[src/rtl/chess_pkg.sv]
// Shared definitions for the per-square move serializer: packed move-word field
// offsets, castling and colour constants, and the serializer state encoding.
package chess_pkg;

  // Field offsets inside a packed move word
  localparam int TO_LSB       = 0;
  localparam int TO_W         = 6;
  localparam int FLAGS_LSB    = 6;
  localparam int FLAGS_W      = 6;
  localparam int FROM_LSB     = 12;
  localparam int FROM_W       = 6;
  localparam int CAPTURED_LSB = 18;
  localparam int CAPTURED_W   = 6;
  localparam int CASTLING_LSB = 24;
  localparam int CASTLING_W   = 4;

  // Value presented on the move output when nothing is pending
  localparam logic [31:0] EMPTY_MOVE_OUT = 32'h0000_0000;

  // Castling right bits
  localparam logic [3:0] WHITE_KINGS_SIDE  = 4'b0001;
  localparam logic [3:0] WHITE_QUEENS_SIDE = 4'b0010;
  localparam logic [3:0] BLACK_KINGS_SIDE  = 4'b0100;
  localparam logic [3:0] BLACK_QUEENS_SIDE = 4'b1000;

  // Side to move
  localparam logic WHITE = 1'b0;
  localparam logic BLACK = 1'b1;

  // Serializer states
  typedef enum logic [0:0] {
    IDLE = 1'b0,
    SCAN = 1'b1
  } state_e;

endpackage

[src/rtl/square_move_serializer_if.sv]
// Output stream of the move serializer: one move word plus its direction index,
// transferred on out_valid && out_ready.
interface square_move_serializer_if #(
  parameter int MOVE_W  = 32,
  parameter int NUM_DIR = 16
);
  logic                       out_valid;
  logic                       out_ready;
  logic [MOVE_W-1:0]          out_move;
  logic [$clog2(NUM_DIR)-1:0] out_idx;

  // Serializer side drives the move, collector side drives ready
  modport master (output out_valid, output out_move, output out_idx, input out_ready);
  modport slave  (input out_valid, input out_move, input out_idx, output out_ready);
endinterface

[src/rtl/square_move_serializer_find_first.sv]
// Combinational lowest-set-bit encoder used to pick the next pending direction.
module find_first #(
  parameter int N = 16
) (
  input  logic [N-1:0]         req,
  output logic                 found,
  output logic [$clog2(N)-1:0] index
);

  // Scan from the top down so the lowest set bit wins
  always_comb begin
    found = |req;
    index = '0;
    for (int i = N - 1; i >= 0; i--) begin
      if (req[i]) index = ($clog2(N))'(i);
    end
  end

endmodule

[src/rtl/square_move_serializer.sv]
// Per-square move serializer: latches NUM_DIR packed move words on start and
// streams the non-empty ones over a valid/ready handshake, lowest index first.
// Optional feature macro: CAPTURE_FIRST_EN -- captures stream before quiet moves.
module square_move_serializer
  import chess_pkg::*;
#(
  parameter int MOVE_W  = 32,
  parameter int NUM_DIR = 16,
  parameter int CAP_LSB = 18,
  parameter int CAP_W   = 6
) (
  input  logic                         clk,
  input  logic                         reset_n,
  input  logic                         start,
  input  logic                         abort,
  input  logic [NUM_DIR*MOVE_W-1:0]    moves_in,
  square_move_serializer_if.master     out_if,
  output logic                         busy,
  output logic                         done,
  output logic [$clog2(NUM_DIR+1)-1:0] move_count
);

  localparam int IDX_W = $clog2(NUM_DIR);
  localparam int CNT_W = $clog2(NUM_DIR + 1);

  localparam logic [0:0] ST_IDLE = IDLE;
  localparam logic [0:0] ST_SCAN = SCAN;

  logic [0:0]         state_reg;
  logic [MOVE_W-1:0]  buffer_reg [NUM_DIR];
  logic [CNT_W-1:0]   count_reg;
  logic               done_reg;

  logic [NUM_DIR-1:0] word_nz;
  logic [NUM_DIR-1:0] word_cap;
  logic [NUM_DIR-1:0] sel_onehot;
  logic [IDX_W-1:0]   sel;
  logic               any_pending;
  logic               pending_empty_next;
  logic               scan_active;
  logic               load_en;
  logic               xfer;

  // Classify each incoming word: non-empty, and whether it captures a piece
  genvar gi;
  generate
    for (gi = 0; gi < NUM_DIR; gi++) begin : g_classify
      assign word_nz[gi]  = |moves_in[gi*MOVE_W +: MOVE_W];
      assign word_cap[gi] = |moves_in[gi*MOVE_W + CAP_LSB +: CAP_W];
    end
  endgenerate

  assign scan_active = (state_reg == ST_SCAN);
  // abort outranks start, so a start in the same cycle as abort is dropped
  assign load_en     = !abort && (state_reg == ST_IDLE) && start;
  assign xfer        = out_if.out_valid && out_if.out_ready;
  assign sel_onehot  = {{(NUM_DIR-1){1'b0}}, 1'b1} << sel;

`ifdef CAPTURE_FIRST_EN
  logic [NUM_DIR-1:0] cap_pend_reg;
  logic [NUM_DIR-1:0] cap_pend_next;
  logic [NUM_DIR-1:0] quiet_pend_reg;
  logic [NUM_DIR-1:0] quiet_pend_next;
  logic               cap_found;
  logic               quiet_found;
  logic [IDX_W-1:0]   cap_idx;
  logic [IDX_W-1:0]   quiet_idx;

  find_first #(.N(NUM_DIR)) u_ff_cap (
    .req   (cap_pend_reg),
    .found (cap_found),
    .index (cap_idx)
  );

  find_first #(.N(NUM_DIR)) u_ff_quiet (
    .req   (quiet_pend_reg),
    .found (quiet_found),
    .index (quiet_idx)
  );

  // Captures drain completely before any quiet move is offered
  assign any_pending = cap_found | quiet_found;
  assign sel         = cap_found ? cap_idx : quiet_idx;

  // Remove the transferred move from whichever mask it came from
  always_comb begin
    cap_pend_next   = cap_pend_reg;
    quiet_pend_next = quiet_pend_reg;
    if (xfer) begin
      if (cap_found) cap_pend_next   = cap_pend_reg & ~sel_onehot;
      else           quiet_pend_next = quiet_pend_reg & ~sel_onehot;
    end
  end

  assign pending_empty_next = ~|(cap_pend_next | quiet_pend_next);

  // Pending masks: split on the captured-piece field at load time
  always_ff @(posedge clk or negedge reset_n) begin
    if (!reset_n) begin
      cap_pend_reg   <= '0;
      quiet_pend_reg <= '0;
    end else if (abort) begin
      cap_pend_reg   <= '0;
      quiet_pend_reg <= '0;
    end else if (load_en) begin
      cap_pend_reg   <= word_nz & word_cap;
      quiet_pend_reg <= word_nz & ~word_cap;
    end else if (scan_active) begin
      cap_pend_reg   <= cap_pend_next;
      quiet_pend_reg <= quiet_pend_next;
    end
  end
`else
  logic [NUM_DIR-1:0] pend_reg;
  logic [NUM_DIR-1:0] pend_next;
  logic               pend_found;
  logic [IDX_W-1:0]   pend_idx;
  logic [NUM_DIR-1:0] unused_cap;

  find_first #(.N(NUM_DIR)) u_ff_pend (
    .req   (pend_reg),
    .found (pend_found),
    .index (pend_idx)
  );

  // Capture classification only matters for capture-first ordering
  assign unused_cap  = word_cap;
  assign any_pending = pend_found;
  assign sel         = pend_idx;

  // Remove the transferred move from the pending mask
  always_comb begin
    pend_next = pend_reg;
    if (xfer) pend_next = pend_reg & ~sel_onehot;
  end

  assign pending_empty_next = ~|pend_next;

  // Pending mask: one bit per non-empty word, strict ascending order
  always_ff @(posedge clk or negedge reset_n) begin
    if (!reset_n) begin
      pend_reg <= '0;
    end else if (abort) begin
      pend_reg <= '0;
    end else if (load_en) begin
      pend_reg <= word_nz;
    end else if (scan_active) begin
      pend_reg <= pend_next;
    end
  end
`endif

  // Move buffer: captured once per start, held for the whole scan
  always_ff @(posedge clk or negedge reset_n) begin
    if (!reset_n) begin
      for (int i = 0; i < NUM_DIR; i++) buffer_reg[i] <= '0;
    end else if (load_en) begin
      for (int i = 0; i < NUM_DIR; i++) buffer_reg[i] <= moves_in[i*MOVE_W +: MOVE_W];
    end
  end

  // Control: state, done pulse and transfer counter
  always_ff @(posedge clk or negedge reset_n) begin
    if (!reset_n) begin
      state_reg <= ST_IDLE;
      done_reg  <= 1'b0;
      count_reg <= '0;
    end else begin
      done_reg <= 1'b0;
      if (abort) begin
        state_reg <= ST_IDLE;
      end else if (load_en) begin
        state_reg <= ST_SCAN;
        count_reg <= '0;
      end else if (scan_active) begin
        if (xfer && (count_reg != CNT_W'(NUM_DIR))) count_reg <= count_reg + 1'b1;
        // Covers both the last transfer and an empty load
        if (pending_empty_next) begin
          state_reg <= ST_IDLE;
          done_reg  <= 1'b1;
        end
      end
    end
  end

  assign out_if.out_valid = scan_active && any_pending;
  assign out_if.out_move  = out_if.out_valid ? buffer_reg[sel] : MOVE_W'(EMPTY_MOVE_OUT);
  assign out_if.out_idx   = out_if.out_valid ? sel : '0;
  assign busy             = scan_active;
  assign done             = done_reg;
  assign move_count       = count_reg;

endmodule

[src/flat_wrapper.sv]
// flat-port wrapper written by rule: the top's interface ports become plain ports
module square_move_serializer_flat import chess_pkg::*;
#(
  parameter int MOVE_W  = 32,
  parameter int NUM_DIR = 16,
  parameter int CAP_LSB = 18,
  parameter int CAP_W   = 6
)
  (clk, reset_n, start, abort, moves_in, busy, done, move_count, out_if_out_valid, out_if_out_move, out_if_out_idx, out_if_out_ready);
  square_move_serializer_if #(.MOVE_W(MOVE_W), .NUM_DIR(NUM_DIR)) out_if_i ();
  input  logic clk;
  input  logic reset_n;
  input  logic start;
  input  logic abort;
  input  logic [NUM_DIR*MOVE_W-1:0] moves_in;
  output logic busy;
  output logic done;
  output logic [$clog2(NUM_DIR+1)-1:0] move_count;
  output wire logic [$bits(out_if_i.out_valid)-1:0] out_if_out_valid;
  output wire logic [$bits(out_if_i.out_move)-1:0] out_if_out_move;
  output wire logic [$bits(out_if_i.out_idx)-1:0] out_if_out_idx;
  input wire logic [$bits(out_if_i.out_ready)-1:0] out_if_out_ready;
  assign out_if_out_valid = out_if_i.out_valid;
  assign out_if_out_move = out_if_i.out_move;
  assign out_if_out_idx = out_if_i.out_idx;
  assign out_if_i.out_ready = out_if_out_ready;
  square_move_serializer #(.MOVE_W(MOVE_W), .NUM_DIR(NUM_DIR), .CAP_LSB(CAP_LSB), .CAP_W(CAP_W)) u_core (.clk(clk), .reset_n(reset_n), .start(start), .abort(abort), .moves_in(moves_in), .out_if(out_if_i), .busy(busy), .done(done), .move_count(move_count));
endmodule
[config.mk]
export PLATFORM = sky130hd
export DESIGN_NAME = square_move_serializer_flat
export DESIGN_NICKNAME = d
export VERILOG_FILES = /design/src/rtl/chess_pkg.sv /design/src/rtl/square_move_serializer_if.sv /design/src/rtl/square_move_serializer_find_first.sv /design/src/rtl/square_move_serializer.sv /design/src/flat_wrapper.sv
export SDC_FILE = /design/constraint.sdc
export NUM_CORES = 1
export LEC_CHECK = 0
export CORE_UTILIZATION = 51
export CTS_CLUSTER_SIZE = 8
export DETAILED_ROUTE_END_ITERATION = 8
export PLACE_DENSITY_LB_ADDON = 0.1
export SLEW_MARGIN = 0
export SYNTH_ARGS = -nofsm -noshare
export SYNTH_HDL_FRONTEND = slang
export SYNTH_SLANG_ARGS = --single-unit
[constraint.sdc]
create_clock -name clk -period 3.55 [get_ports clk]
set_input_delay 0.71 -clock clk [delete_from_list [all_inputs] [get_ports clk]]
set_output_delay 0.71 -clock clk [all_outputs]
set_load 0.01 [all_outputs]
==> flow_summary.ini, run 1 <==
[status]
outcome = finished with violations
failed_checks = setup timing

[route]
avgViaCountPerCell = 6.64
remaining_drc_errors = 0
detailroute.via_count = 30805
detail_route.wl_per_cell_um = 30.1
drt_first_iter_violations = 4829
drt-total-wl_um = 140000
ant_nets = 0
drt_first_pass_iters = 9

[clocking]
worst_skew_pair.late_latency_ns = 0.63
tritoncts_num_sinks = 535
clk_path_buf_depth = 3
ctsRootBufferMaster = clkbuf_16
post_cts_hold_buffer_count = 0
h-tree-depth = 3
cts_tree = built
clkSlewWorstSetupHoldPaths_ns = 0.05
numCtsBuffers = 77

[worst_setup_path]
worstSetupStartpointType = flop
worst_setup_path_end_kind = primary output
r2r_setup_slk_ns = 0.55
r2r-end = u_core.busy$_DFF_PN0_
cp_data_required_time_ns = 2.84
critical_path_arrival_ns = 3.55
worst_setup_path_endpoint = out_if_out_move[0]
startpoint = u_core.pend_reg[14]$_DFFE_PN0P_
r2r.worst_path.cells = 13
critical_path.max_fanout = 11
timing_worst_setup_path_type = reg -> out
startpoint_of_the_worst_register_to_register_path = u_core.pend_reg[14]$_DFFE_PN0P_

[synthesis]
synth.avg_cell_area_um2 = 8.26
library_cell_with_the_largest_summed_area_after_synthesis = dfrtp_1
yosys_most_used_dff = dfrtp_1
synth-seq-area-share_pct = 51.9
synth_cell_types = 57
synth_edf_count = 0
cell_area_after_synthesis_um2 = 25800
syn_nets = 3645
synth.top_cells.by_area = dfrtp_1, nand2_1, o221ai_1
synth_seq_cells = 535
synth.top_cell.area_share_pct = 51.9
synthCells = 3126
ys_async_sr_fraction_pct = 100
synth_commonest_cells = nand2_1, dfrtp_1, clkbuf_1
yosysMostFrequentCell = nand2_1
yosysWarnings = 0

[final_layout]
areaGrowthSynthToFinish_pct = 52.0
total_nets_final = 4474
largest_register_ffs = 512
post_route_cells_drive_above_1_share_pct = 18.8
fin_area_um2 = 39200

[timing]
upper_clock_frequency_limit_mhz = 235
hold_violations = 0
worst_hold_slack_ns = 0.0789
report.final.slew_viol_count = 0
worst-slew-pin-transition_ns = 0.890
grt_setup_unrepaired = true
min_period_ns = 4.26
timing.final.crit_share_pct = 120
final-setup-viol-count = 32
worst_slack_ns = -0.713
worst_clock_skew_ns = 0.0254
slew_headroom_pct = 40.1

[global_route]
first_pass_grt_wire_length_um = 193000
grt_antenna_before_repair = 10
first_global_vias = 29960
globalRouteTotalUtil_pct = 52.5
grt.overflow.total = 0
grt_start_max_net_pins = 118

[floorplanning]
core_area_um2 = 50100
die_w_um = 227
standard_cell_row_count = 82
io_pins = 561
design.die.area_um2 = 51500
die_h_um = 227
floorplan.initialDensity_pct = 51.5

[power]
vdd_ir_max_v = 0.000453
power_per_cell_area_nw_per_um2 = 600
leakage_power_summed_over_all_cells_nw = 18.8

[flow_run]
timing.max_cap.violations = 0

[place]
io_buffer_count = 560
placedInstanceArea_um2 = 34300
hpwlAfterDp_um = 96100
place.gp.congestion = 1.10

[worst_hold_path]
worstHoldPathType = in -> async
==> routing by layer <==
| metal | share of wire, % | up-vias | global-route usage [%] | wire [µm] |
|---|---|---|---|---|
| li1 | - | 12311 | - | - |
| met4 | 9.7 | 6 | 39.0 | 13600 |
| met5 | 0.028 | - | 0 | 39 |
| met3 | 15 | 906 | 19.4 | 20900 |
| met1 | 33 | 14522 | 62.4 | 46400 |
| met2 | 42 | 3060 | 78.1 | 58800 |
==> final cells by class <==
cell class / count / area, µm²
Multi-Input combinational cell: 2367 / 13500
Sequential cell: 535 / 13400
Fill cell: 3047 / 10800
Timing Repair Buffer: 965 / 9440
Clock buffer: 81 / 1960
Tap cell: 672 / 841
Clock inverter: 6 / 67.6
Inverter: 9 / 33.8
Antenna cell: 3 / 7.51
==> worst max-delay path: stages, from the launching register on <==
cell      delay [ns]
dfrtp_1         0.38
nand2b_4        0.15
a221oi_2        0.23
buf_4           0.18
o211a_4         0.20
o21a_4          0.30
buf_16          0.21
mux2i_1         0.63
a21oi_2         0.19
o22a_1          0.27
buf_2           0.16
==> cells by family after synthesis <==
| kind of cell | after synthesis | share of synthesized area (%) |
|---|---|---|
| mux | 51 | 1.98 |
| xor+xnor | 4 | 0.136 |
| fa+ha+maj | 2 | 0.0969 |
| flops | 535 | 51.9 |
| buf+inv | 224 | 3.38 |
| compound gates | 445 | 13.3 |
| simple gates | 1865 | 29.2 |
==> power by group <==
group / total, W / internal (W) / switching (W)
Clock: 0.00659 / 0.00387 / 0.00271
Sequential: 0.00841 / 0.00716 / 0.00126
Combinational: 0.00854 / 0.00375 / 0.00479
==> worst min path at each step <==
stage,startpoint,endpoint,slack (ns),cells past startpoint
after floorplan,reset_n,u_core.buffer_reg[0]$_DFFE_PN0P_,0.41,0
after global placement,u_core.buffer_reg[59]$_DFFE_PN0P_,u_core.buffer_reg[59]$_DFFE_PN0P_,0.46,2
after global routing,reset_n,u_core.buffer_reg[11]$_DFFE_PN0P_,0.11,1
final,reset_n,u_core.buffer_reg[9]$_DFFE_PN0P_,0.08,1
after detailed placement,u_core.buffer_reg[357]$_DFFE_PN0P_,u_core.buffer_reg[357]$_DFFE_PN0P_,0.46,2
after CTS,reset_n,u_core.buffer_reg[8]$_DFFE_PN0P_,0.09,1
==> placed cells by master (no fill, tap or decap), drive strengths merged, types with 23 or more instances in the layout <==
cell type	n
a211oi	71
a21oi	32
a31oi	26
buf	435
clkbuf	86
clkdlybuf4s50	522
dfrtp	535
mux2i	51
nand2	1610
nand4	23
nor2	34
nor4	133
o211a	55
o21ai	31
o221ai	96
o22ai	50
o31ai	25
==> repair_timing <==
action	4_1_cts	5_1_grt
cloned	7	3
pin swaps	57	83
resized for setup	389	137
buffers inserted	45	48
setup endpoints to repair	37	35
==> stage by stage <==
stage	instances	worst slack [ns]	power (W)	TNS [ns]	utilization (%)
2_1_floorplan	3126	0.373	0.0104	0	-
3_3_place_gp	4462	-0.659	0.0145	-15.98	68.5
3_5_place_dp	4463	-0.680	0.0146	-16.36	68.5
4_1_cts	4599	-0.731	0.0223	-18.48	76.4
5_1_grt	4635	-0.684	0.0239	-19.76	78.3
6_report	4638	-0.713	0.0235	-18.94	78.3
Note: power is estimated with default switching activity, not from simulation.
==> run 2: changes to the inputs <==
--- a/config.mk
+++ b/config.mk
@@ -5,7 +5,7 @@
 export SDC_FILE = /design/constraint.sdc
 export NUM_CORES = 1
 export LEC_CHECK = 0
-export CORE_UTILIZATION = 51
+export CORE_UTILIZATION = 30
 export CTS_CLUSTER_SIZE = 8
 export DETAILED_ROUTE_END_ITERATION = 8
 export PLACE_DENSITY_LB_ADDON = 0.1
==> constraint.sdc (replaced) <==
create_clock -name clk -period 5.05 [get_ports clk]
set_input_delay 1.01 -clock clk [delete_from_list [all_inputs] [get_ports clk]]
set_output_delay 1.01 -clock clk [all_outputs]
set_load 0.01 [all_outputs]
==> flow_summary.ini, run 2 (same netlist as run 1, synthesis figures left out) <==
[global_route]
grt_start_max_net_pins = 148
first_global_vias = 26398
grt.overflow.total = 0
globalRouteTotalUtil_pct = 30.6
grt_antenna_before_repair = 6
first_pass_grt_wire_length_um = 190000

[power]
share_clk_of_total_power_pct = 31.8
sequentialPowerShare_pct = 37.9
cellInternalPower_w = 0.00963
power.net_switching_w = 0.00537
power_per_cell_area_nw_per_um2 = 415
comb_power_share_pct = 30.3
leakage_power_summed_over_all_cells_nw = 17.2
power.switching_fraction_pct = 35.8
vdd_ir_max_v = 0.000259

[timing]
upper_clock_frequency_limit_mhz = 197
grt_setup_unrepaired = true
totalNegativeSetupSlack_ns = -0.0899
worst_slack_ns = -0.0258
worst-slew-pin-transition_ns = 1.01
slew_headroom_pct = 32.5
timing.final.crit_share_pct = 101
worst_clock_skew_ns = 0.0290
hold_violations = 0
min_period_ns = 5.08
final-setup-viol-count = 5
report.final.slew_viol_count = 0

[worst_setup_path]
critical_path_arrival_ns = 4.07
r2r_setup_slk_ns = 1.91
timing_worst_setup_path_type = reg -> out
critical_path.max_fanout = 22
r2r.worst_path.cells = 8
cp_data_required_time_ns = 4.04
startpoint_of_the_worst_register_to_register_path = u_core.pend_reg[0]$_DFFE_PN0P_
worstSetupStartpointType = flop
r2r-end = u_core.done$_DFF_PN0_
worst_setup_path_end_kind = primary output

[floorplanning]
floorplan.initialDensity_pct = 30.3
die_w_um = 295
design.die.area_um2 = 87200
standard_cell_row_count = 107
io_pins = 561
die_h_um = 295
core_area_um2 = 85100

[clocking]
tritoncts_num_sinks = 535
worst_skew_pair.late_latency_ns = 0.63
numCtsBuffers = 77
clkSlewWorstSetupHoldPaths_ns = 0.05
clk_path_buf_depth = 3
ctsRootBufferMaster = clkbuf_16
cts_tree = built
post_cts_hold_buffer_count = 0
h-tree-depth = 3

[route]
avgViaCountPerCell = 5.39
detailroute.via_count = 26135
detail_route.wl_per_cell_um = 27.9
ant_nets = 0
drt-total-wl_um = 135000
drt_first_pass_iters = 5
remaining_drc_errors = 0
drt_first_iter_violations = 2186

[final_layout]
largest_register_ffs = 512
top_library_cells_by_usage_in_the_layout_fill_and_taps_aside = nand2_1, clkdlybuf4s50_1, dfrtp_1
areaGrowthSynthToFinish_pct = 40.0
post_route_cells_drive_above_1_share_pct = 8.74
final_common_cell = nand2_1
fillers = 8712
total_nets_final = 4217
final_core_util_pct = 42.4

[place]
io_buffer_count = 560
hpwlAfterDp_um = 103000
place.gp.congestion = 0.937

[worst_hold_path]
worstHoldPathType = in -> async

[status]
failed_checks = setup timing
outcome = finished with violations

[flow_run]
timing.max_cap.violations = 0
==> run 2: changes by cell type in the layout (fill, tap and decap cells not counted), sizes merged, moves of 3 or more <==
cell | before | now
buf | 435 | 143
bufbuf | 0 | 3
clkdlybuf4s50 | 522 | 556
clkinv | 6 | 3
inv | 9 | 12
==> run 2: final cells by class <==
class,count,area [µm²],area share [%]
clock buffers,82,1990,5.50
well taps,1144,1430,3.96
flip-flops and latches,535,13400,37.0
repair buffers,707,7170,19.8
multi-input cells,2368,12000,33.3
clock inverters,6,101,0.280
diodes,1,2.50,0.00692
inverters,9,33.8,0.0935
==> run 2: metrics by stage <==
stage / total power, W / cells / worst slack [ns] / instance area, µm² / hold slack (ns)
after floorplan: 0.00728 / 3126 / 1.57 / 25800 / 0.445
after global placement: 0.00989 / 4747 / 0.184 / 33300 / 0.459
after detailed placement: 0.00989 / 4747 / 0.282 / 33300 / 0.463
after CTS: 0.0149 / 4846 / -0.00729 / 35900 / 0.473
final: 0.0150 / 4852 / -0.0258 / 36100 / 0.410
after global routing: 0.0155 / 4851 / -0.0892 / 36100 / 0.481
==> run 2: timing repair <==
action	4_1_cts	5_1_grt
gates resized for setup	53	39
setup endpoints to repair	32	30
pin swaps	4	6
gates cloned	4	2
setup buffers	7	3
==> run 2: power by group through the flow <==
stage	Combinational, W	Sequential [W]	Clock, W
after floorplan	0.00190	0.00539	0
after global placement	0.00416	0.00573	0
after detailed placement	0.00419	0.00570	0
after CTS	0.00442	0.00565	0.00484
after global routing	0.00482	0.00573	0.00499
final	0.00455	0.00568	0.00477
==> run 2: how the worst max path moves through the flow <==
stage | start | end | slack, ns
2_1_floorplan | u_core.pend_reg[0]$_DFFE_PN0P_ | out_if_out_move[30] | 1.57
3_3_place_gp | u_core.pend_reg[5]$_DFFE_PN0P_ | out_if_out_move[6] | 0.18
3_5_place_dp | u_core.pend_reg[5]$_DFFE_PN0P_ | out_if_out_move[20] | 0.28
4_1_cts | u_core.pend_reg[5]$_DFFE_PN0P_ | out_if_out_move[24] | -0.007
5_1_grt | u_core.pend_reg[5]$_DFFE_PN0P_ | out_if_out_move[24] | -0.09
6_report | u_core.pend_reg[3]$_DFFE_PN0P_ | out_if_out_move[26] | -0.03
==> run 2: routing by layer <==
| layer | wire, µm | vias to the layer above | track usage (%) |
|---|---|---|---|
| li1 | - | 11782 | - |
| met1 | 55900 | 13131 | 39.8 |
| met2 | 62200 | 1000 | 48.2 |
| met3 | 10900 | 214 | 7.21 |
| met4 | 6370 | 8 | 13.5 |
| met5 | 46 | - | 0 |
==> run 2: critical path, stage by stage, from the launching register on <==
cell and delay [ns]:
dfrtp_1 0.46, or4b_2 0.71, o21ai_2 0.13, or3_4 0.22
buf_4 0.34, o221ai_1 0.21, a31oi_1 0.38, o32a_1 0.37
clkdlybuf4s50_1 0.60
